[config.mk]
export PLATFORM = sky130hd
export DESIGN_NAME = reaction_timer_multi
export DESIGN_NICKNAME = d
export VERILOG_FILES = /design/src/rtl/reaction_timer_multi.sv
export SDC_FILE = /design/constraint.sdc
export NUM_CORES = 1
export LEC_CHECK = 0
export ABC_AREA = 1
export CAP_MARGIN = 20
export CORE_MARGIN = 4
export CORE_UTILIZATION = 24
export CTS_BUF_LIST = sky130_fd_sc_hd__clkbuf_2
export CTS_CLUSTER_SIZE = 30
export DETAILED_ROUTE_END_ITERATION = 6
export GPL_TIMING_DRIVEN = 0
export PLACE_DENSITY = 0.5
export SETUP_SLACK_MARGIN = 0.3
export SYNTH_ARGS = -nofsm -noshare
export SYNTH_HDL_FRONTEND = slang
export SYNTH_SLANG_ARGS = --single-unit
[constraint.sdc]
create_clock -name clk -period 5.57 [get_ports clk]
set_clock_uncertainty 0.2 [all_clocks]
set_input_delay 0.557 -clock clk [delete_from_list [all_inputs] [get_ports clk]]
set_output_delay 0.557 -clock clk [all_outputs]
set_load 0.1 [all_outputs]
[src/rtl/reaction_timer_multi.sv]
// rtl/reaction_timer_multi.sv - reaction-time benchmark with BCD timing, best record and digit scan
// Random pre-react delay from a Galois LFSR; response timed in BCD ms, saturating at all-9s.
module reaction_timer_multi #(
   parameter int          CYCLES_PER_MS = 50,
   parameter int          DIGITS        = 4,
   parameter int          MIN_DELAY_MS  = 1000,
   parameter int          RAND_BITS     = 12,
   parameter logic [15:0] LFSR_SEED     = 16'hACE1,
   parameter int          SCAN_DIV      = 1,
   localparam int         SW            = (DIGITS > 1) ? $clog2(DIGITS) : 1
) (
   input  logic          clk,
   input  logic          rst,
   input  logic          start_trigger,
   input  logic          user_trigger,
   input  logic          clear_best,
   input  logic          show_best,
   output logic [3:0]    digit,
   output logic [SW-1:0] display_select,
   output logic          react,
   output logic          false_start,
   output logic          overflow,
   output logic          new_best,
   output logic          best_valid
);

   localparam int RW = 4 * DIGITS;
   localparam int DW = $clog2(MIN_DELAY_MS + (1 << RAND_BITS));
   localparam int PW = $clog2(CYCLES_PER_MS);
   localparam int CW = (SCAN_DIV > 1) ? $clog2(SCAN_DIV) : 1;
   localparam logic [RW-1:0] ALL9 = {DIGITS{4'h9}};

   typedef enum logic [2:0] {
      S_IDLE,
      S_WAIT,
      S_REACT,
      S_SHOW,
      S_FAULT
   } state_t;

   state_t        state_q, state_d;
   logic [15:0]   lfsr_q, lfsr_d;
   logic [DW-1:0] delay_q, delay_d;
   logic [PW-1:0] presc_q, presc_d;
   logic [RW-1:0] result_q, result_d;
   logic [RW-1:0] best_q, best_d;
   logic          overflow_q, overflow_d;
   logic          best_valid_q, best_valid_d;
   logic          new_best_q, new_best_d;
   logic [CW-1:0] scan_q, scan_d;
   logic [SW-1:0] sel_q, sel_d;
   logic [3:0]    digit_q, digit_d;
   logic          ms_tick;
   logic [RW-1:0] disp_src;

   function automatic logic [RW-1:0] bcd_inc(input logic [RW-1:0] v);
      logic [RW-1:0] r;
      logic          c;
      r = v;
      c = 1'b1;
      for (int i = 0; i < DIGITS; i++) begin
         if (c) begin
            if (r[4*i +: 4] == 4'd9) begin
               r[4*i +: 4] = 4'd0;
            end else begin
               r[4*i +: 4] = r[4*i +: 4] + 4'd1;
               c = 1'b0;
            end
         end
      end
      return r;
   endfunction

   assign ms_tick  = (presc_q == PW'(CYCLES_PER_MS - 1));
   assign disp_src = show_best ? best_q : result_q;

   always_comb begin
      state_d      = state_q;
      lfsr_d       = {1'b0, lfsr_q[15:1]} ^ (lfsr_q[0] ? 16'hB400 : 16'h0000);
      delay_d      = delay_q;
      presc_d      = '0;
      result_d     = result_q;
      best_d       = best_q;
      overflow_d   = overflow_q;
      best_valid_d = best_valid_q;
      new_best_d   = 1'b0;
      scan_d       = scan_q + CW'(1);
      sel_d        = sel_q;
      digit_d      = 4'd0;

      if (scan_q == CW'(SCAN_DIV - 1)) begin
         scan_d = '0;
         sel_d  = (sel_q == SW'(DIGITS - 1)) ? '0 : sel_q + SW'(1);
      end

      for (int i = 0; i < DIGITS; i++) begin
         if (sel_q == SW'(i)) digit_d = disp_src[4*i +: 4];
      end

      case (state_q)
         S_IDLE, S_SHOW, S_FAULT: begin
            if (start_trigger) begin
               state_d    = S_WAIT;
               delay_d    = DW'(MIN_DELAY_MS) + {{(DW-RAND_BITS){1'b0}}, lfsr_q[RAND_BITS-1:0]};
               result_d   = '0;
               overflow_d = 1'b0;
               scan_d     = '0;
               sel_d      = '0;
            end
         end
         S_WAIT: begin
            presc_d = ms_tick ? '0 : presc_q + PW'(1);
            if (user_trigger) begin
               state_d = S_FAULT;
            end else if (ms_tick) begin
               delay_d = delay_q - DW'(1);
               if (delay_q == DW'(1)) state_d = S_REACT;
            end
         end
         S_REACT: begin
            presc_d = ms_tick ? '0 : presc_q + PW'(1);
            // A response freezes the count even on a tick edge.
            if (user_trigger) begin
               state_d = S_SHOW;
               if (!best_valid_q || (result_q < best_q)) begin
                  best_d       = result_q;
                  best_valid_d = 1'b1;
                  new_best_d   = 1'b1;
               end
            end else if (ms_tick) begin
               if (result_q == ALL9) begin
                  overflow_d = 1'b1;
                  state_d    = S_SHOW;
               end else begin
                  result_d = bcd_inc(result_q);
               end
            end
         end
         default: state_d = S_IDLE;
      endcase

      if (clear_best) begin
         best_d       = ALL9;
         best_valid_d = 1'b0;
         new_best_d   = 1'b0;
      end
   end

   always_ff @(posedge clk) begin
      if (rst) begin
         state_q      <= S_IDLE;
         lfsr_q       <= LFSR_SEED;
         delay_q      <= '0;
         presc_q      <= '0;
         result_q     <= '0;
         best_q       <= ALL9;
         overflow_q   <= 1'b0;
         best_valid_q <= 1'b0;
         new_best_q   <= 1'b0;
         scan_q       <= '0;
         sel_q        <= '0;
         digit_q      <= 4'd0;
      end else begin
         state_q      <= state_d;
         lfsr_q       <= lfsr_d;
         delay_q      <= delay_d;
         presc_q      <= presc_d;
         result_q     <= result_d;
         best_q       <= best_d;
         overflow_q   <= overflow_d;
         best_valid_q <= best_valid_d;
         new_best_q   <= new_best_d;
         scan_q       <= scan_d;
         sel_q        <= sel_d;
         digit_q      <= digit_d;
      end
   end

   assign digit          = digit_q;
   assign display_select = sel_q;
   assign react          = (state_q == S_REACT);
   assign false_start    = (state_q == S_FAULT);
   assign overflow       = overflow_q;
   assign new_best       = new_best_q;
   assign best_valid     = best_valid_q;

endmodule

==> flow_metrics.tcl, run 1 <==
set metrics [dict create \
    io_buffers 15 \
    die_width_um 144 \
    min-delay-start "lfsr_q[15]" \
    rrSetupSlack_ns 3.27 \
    synth_fp_nets 674 \
    grt_setup_unrepaired "no" \
    slew_viol_final 0 \
    final_cell_mix "nand2_1 (115), inv_1 (83), nor2_1 (82)" \
    grt_pass1_vias 3796 \
    core_area_um2 18100 \
    hp-class "register to register" \
    track_usage_pct 11.2 \
    clk_path_buf_depth 2 \
    setup_viol 0 \
    die_area_um2 20700 \
    synth_adder_area_share_pct 9.04 \
    yosysWarnings 0 \
    vias_per_cell 4.43 \
    final_common_cell "nand2_1" \
    root_buffer "clkbuf_2" \
    worst_slew_pin_slew_ns 0.974 \
    fmaxAchievable_mhz 309 \
    min_period_over_period_pct 58.2 \
    nFillCells 2015 \
    cp-startpoint "state_q[1]" \
    synth_top_family_by_area "simple AND/OR/NAND/NOR gates" \
    drt_first_iter_violations 184 \
    period_needed_ns 3.24 \
    whs_path_depth 2 \
    die_h_um 144 \
    ys_seq_elements 79 \
    reg2regPathDepth 7 \
    crit_required_ns 4.81 \
    final_hold_viol_count 0 \
    cts_tree "yes" \
    gp_congestion 0.784 \
    clk_pin_slew_worst_paths_ns 0.23 \
    synth_compound_area_share_pct 15.7 \
    rows 49 \
    grt_start_max_net_pins 14 \
    initial_core_util_pct 24.5 \
    avgSynthCellArea_um2 6.97 \
    antenna_found_initial 0 \
    cp.arrival_ns 2.48 \
    drc_errors 0 \
    max-cap-violations 0 \
    r2r_start "state_q[1]" \
    ctsResizeCount 0 \
    synth.area.mux_share_pct 0 \
    yosysSeqAreaShare_pct 35.7 \
    power_mw 2.26 \
    ir_drop_uv 160 \
    cts_sinks 79 \
    tns_ns 0 \
    insertion_delay_ns 0.57 \
    power.leakage_nw 2.25 \
    worstSetupEndpointType "output pin" \
    grt_pass1_wl_um 18500 \
    ctsHoldBuffers 0 \
    cts_made_buffers 9 \
    area_delta_synth_final_pct 13.0 \
    post_cts_buffers 0 \
    yosys_most_used_dff "dfxtp_1" \
    path_max_fanout 6 \
    netlist_instances 636 \
    wire_per_inst_um 12.3 \
    place_hpwl_um 8040 \
    synth_edf_count 0 \
    slew_headroom_pct 34.8 \
    critPathKind "register to output pin" \
    syn_area_um2 4430 \
    routed_wl_um 11100 \
    synthArstFlopShare_pct 0 \
    p_per_area_nw_per_um2 452 \
    ys_types 44 \
    vias 3978 \
    status "finished clean" \
    io_pins 17 \
    synth_xor_area_share_pct 1.38 \
    crit_path_start_kind "register" \
    firstDrtPassIters 4 \
    h-tree-depth 3 \
    ant_nets 0 \
    drive_gt1_share_pct 8.08 \
    synthSimpleGateAreaFrac_pct 28.4 \
    gr-total-overflow 0 \
    nNetsFinal 701 \
]
## cell usage after synthesis, types with 2 or more instances
cell      number  share of area (%)
nand2_1      115                9.7
inv_1         83                7.0
nor2_1        82                6.9
dfxtp_1       79                 36
o21ai_0       52                5.9
a21oi_1       51                5.8
nand3_1       43                4.9
ha_1          32                9.0
nor3_1        10                1.1
clkbuf_1       9               0.76
inv_2          8               0.68
o22ai_1        7               0.99
xor2_1         5               0.99
buf_2          4               0.45
a211oi_1       3               0.51
buf_4          3               0.51
nand3_2        3               0.68
nand3b_1       3               0.51
nand4_1        3               0.42
nor2_2         3               0.42
nor4_1         3               0.42
o211ai_1       3               0.51
o21ai_1        3               0.34
or2_2          3               0.42
a21oi_2        2               0.40
a31oi_1        2               0.28
clkinv_1       2               0.17
nand2_2        2               0.28
nand2_4        2               0.51
xnor2_1        2               0.40
## critical path, stage by stage, from the launching register on
cell and delay (ns):
dfxtp_1 0.41, nor3_1 0.34, clkdlybuf4s50_1 1.21
## metal layers
layer | part of all wire (%) | track usage [%]
met5 | 0 | 0
met4 | 0.72 | 1.98
met3 | 3.5 | 2.76
met2 | 44 | 18.1
met1 | 51 | 15.2
## worst paths after layout
| path | endpoint |
|---|---|
| hold reg to reg | lfsr_q[14] |
| setup / recovery | false_start |
| hold / removal | lfsr_q[14] |
| setup reg to reg | result_q[15] |
## power by group
group | internal [mW] | total [mW] | switching [mW] | leakage [nW]
Combinational | 0.361 | 1.14 | 0.780 | 1.52
Sequential | 0.665 | 0.763 | 0.0974 | 0.647
Clock | 0.145 | 0.360 | 0.215 | 0.0831
Total | 1.17 | 2.26 | 1.09 | 2.25
## sequential cells by signal, indices dropped and copies added, names as in the netlist
name / count
result_q: 16
state_q: 3
new_best: 1
lfsr_q: 16
best_q: 16
digit: 4
presc_q: 6
best_valid: 1
delay_q: 13
overflow: 1
display_select: 2
## metrics by stage
step	instances	utilization (%)	hold slack, ns	instance area (µm²)	setup WS [ns]
6_report	898	27.7	0.198	5010	2.33
5_1_grt	897	27.7	0.250	5000	2.20
4_1_cts	896	27.6	0.217	5000	2.28
3_5_place_dp	880	26.9	0.201	4870	2.92
3_3_place_gp	880	26.9	0.194	4870	2.90
2_1_floorplan	636	-	0.188	4430	2.38
## kinds of logic after synthesis
| family | count (synthesis) |
|---|---|
| simple gates | 280 |
| xor+xnor | 7 |
| buf+inv | 110 |
| compound gates | 128 |
| fa+ha+maj | 32 |
| flops | 79 |
## cell type report
type                    instances  area (µm²)  share of cell area (%)
well taps                     229         287                    5.72
repair buffers                 16         155                    3.10
inverters                      93         349                    6.97
clock inverters                 7        87.6                    1.75
diodes                          1        2.50                  0.0500
flip-flops and latches         79        1580                    31.6
multi-input cells             447        2410                    48.2
clock buffers                   9        45.0                   0.900
plain buffers                  17        87.6                    1.75
(Power assumes the default switching activity.)
==> run 2: changes to the inputs <==
clock period = 3.25 ns   (was 5.57 ns; I/O delays follow)
==> run 2 against run 1 <==
Net effect: critical path depth shrank 1; wire length shrank 0.31%; first-iteration DRC count grew 8.7%; setup slack lost 1.8 ns; via count shrank 0.10%.
==> flow_metrics.tcl, run 2 (synthesized netlist as in run 1, its figures left out) <==
set metrics [dict create \
    cts_tree "yes" \
    final_common_cell "nand2_1" \
    antenna_found_initial 0 \
    die_h_um 144 \
    vias_per_cell 4.43 \
    setup_viol 0 \
    p_per_area_nw_per_um2 763 \
    track_usage_pct 11.1 \
    top_usage_layer "met2" \
    routed_wl_um 11000 \
    ctsResizeCount 2 \
    clk_pin_slew_worst_paths_ns 0.23 \
    power.leakage_nw 2.24 \
    drive_gt1_share_pct 8.23 \
    whs_path_depth 3 \
    pre_cts_ws_ns 0.780 \
    min_period_over_period_pct 83.3 \
    die_area_um2 20700 \
    path_buf_inv 1 \
    h-tree-depth 3 \
    io_pins 17 \
    final_util_pct 27.6 \
    grt_setup_unrepaired "no" \
    cts_sinks 79 \
    drt_first_iter_violations 200 \
    worst_slew_pin_slew_ns 0.979 \
    drc_errors 0 \
    grt_pass1_wl_um 18400 \
    wire_per_inst_um 12.3 \
    ir_drop_uv 252 \
    cts_made_buffers 9 \
    ctsHoldBuffers 0 \
    top_regs "best_q (16), lfsr_q (16), result_q (16)" \
    fmaxAchievable_mhz 369 \
    grt_start_max_net_pins 14 \
    post_cts_buffers 0 \
    max-cap-violations 0 \
    gp_congestion 0.798 \
    crit_required_ns 2.72 \
    gr-total-overflow 0 \
    initial_core_util_pct 24.5 \
    min_to "lfsr_q[10]" \
    critPathSlowestCell "clkdlybuf4s50_1" \
    firstDrtPassIters 4 \
    min-delay-start "rst" \
    cpLargestDelayFamily "buffers and inverters" \
    rows 49 \
    worst_slack_ns 0.544 \
    place_hpwl_um 7980 \
    ant_nets 0 \
    use_met3_pct 2.90 \
    critical_path.cell_chain "clkdlybuf4s50_1" \
    path_max_fanout 5 \
    slew_viol_final 0 \
    status "finished clean" \
    met2_usage_pct 17.0 \
    final_cell_mix "nand2_1 (115), inv_1 (83), nor2_1 (82)" \
    period_needed_ns 2.71 \
    grt_pass1_vias 3717 \
    diodes 0 \
    rrSetupSlack_ns 0.96 \
    critPathMaxStageDelay_ns 1.16 \
    insertion_delay_ns 0.55 \
    worstSetupEndpointType "output pin" \
    core_area_um2 18100 \
    reg2regPathDepth 12 \
    critPathKind "register to output pin" \
    area_delta_synth_final_pct 12.5 \
    nNetsFinal 701 \
    final_hold_viol_count 0 \
    reg2reg_to "best_q[0]" \
    die_width_um 144 \
    r2r_start "result_q[5]" \
    clk_path_buf_depth 2 \
    cp.arrival_ns 2.18 \
    hp-class "input port to register" \
    crit_path_start_kind "register" \
    slew_headroom_pct 34.5 \
    grt_use_met1_pct 15.8 \
    vias 3974 \
    root_buffer "clkbuf_2" \
    io_buffers 15 \
    tns_ns 0 \
]
==> run 2: changes by cell type in the layout (fill, tap and decap cells not counted), moves of 2 or more <==
cell and delta:
clkdlybuf4s50_1 -2, clkinv_2 -2, clkinvlp_4 +3, dlygate4sd2_1 +2
==> run 2: power breakdown <==
group | switching, mW | internal (mW)
clock | 0.371 | 0.175
sequential | 0.170 | 1.14
combinational | 1.33 | 0.615
total | 1.88 | 1.93
==> run 2: layout make-up <==
cell class | instances | area (µm²)
Buffer | 17 | 87.6
Clock buffer | 10 | 50.0
Clock inverter | 6 | 61.3
Fill cell | 2016 | 13100
Inverter | 93 | 349
Multi-Input combinational cell | 447 | 2420
Sequential cell | 79 | 1580
Tap cell | 229 | 287
Timing Repair Buffer | 16 | 153
==> run 2: how the worst max path moves through the flow <==
stage	startpoint	to	cells past startpoint
floorplan	display_select[1]	digit[0]	9
global placement	state_q[1]	result_q[15]	6
detailed placement	state_q[1]	result_q[15]	6
CTS	state_q[1]	react	3
global route	state_q[1]	react	3
finish	display_select[0]	display_select[0]	1
==> run 2: worst register-to-register path: cells and delay by family (launching register included) <==
kind            cells  cell delay [ns]
fa+ha+maj           1             0.29
buf+inv             1             0.22
compound gates      1             0.13
simple gates        9             0.82
flops               1             0.51
==> run 2: layer usage <==
layer,vias to the layer above,share of wire [%]
li1,2127,-
met1,1778,53
met2,58,42
met3,11,4.2
met4,0,0.89
met5,-,0
==> run 2: stage by stage <==
stage	hold WS (ns)	power (mW)	area, µm²	instances
final	0.0593	3.81	4990	897
after global routing	0.0609	4.14	4990	897
after CTS	0.0313	3.85	4980	896
after detailed placement	0.202	3.29	4870	880
after global placement	0.190	3.30	4870	880
after floorplan	0.188	2.82	4440	636
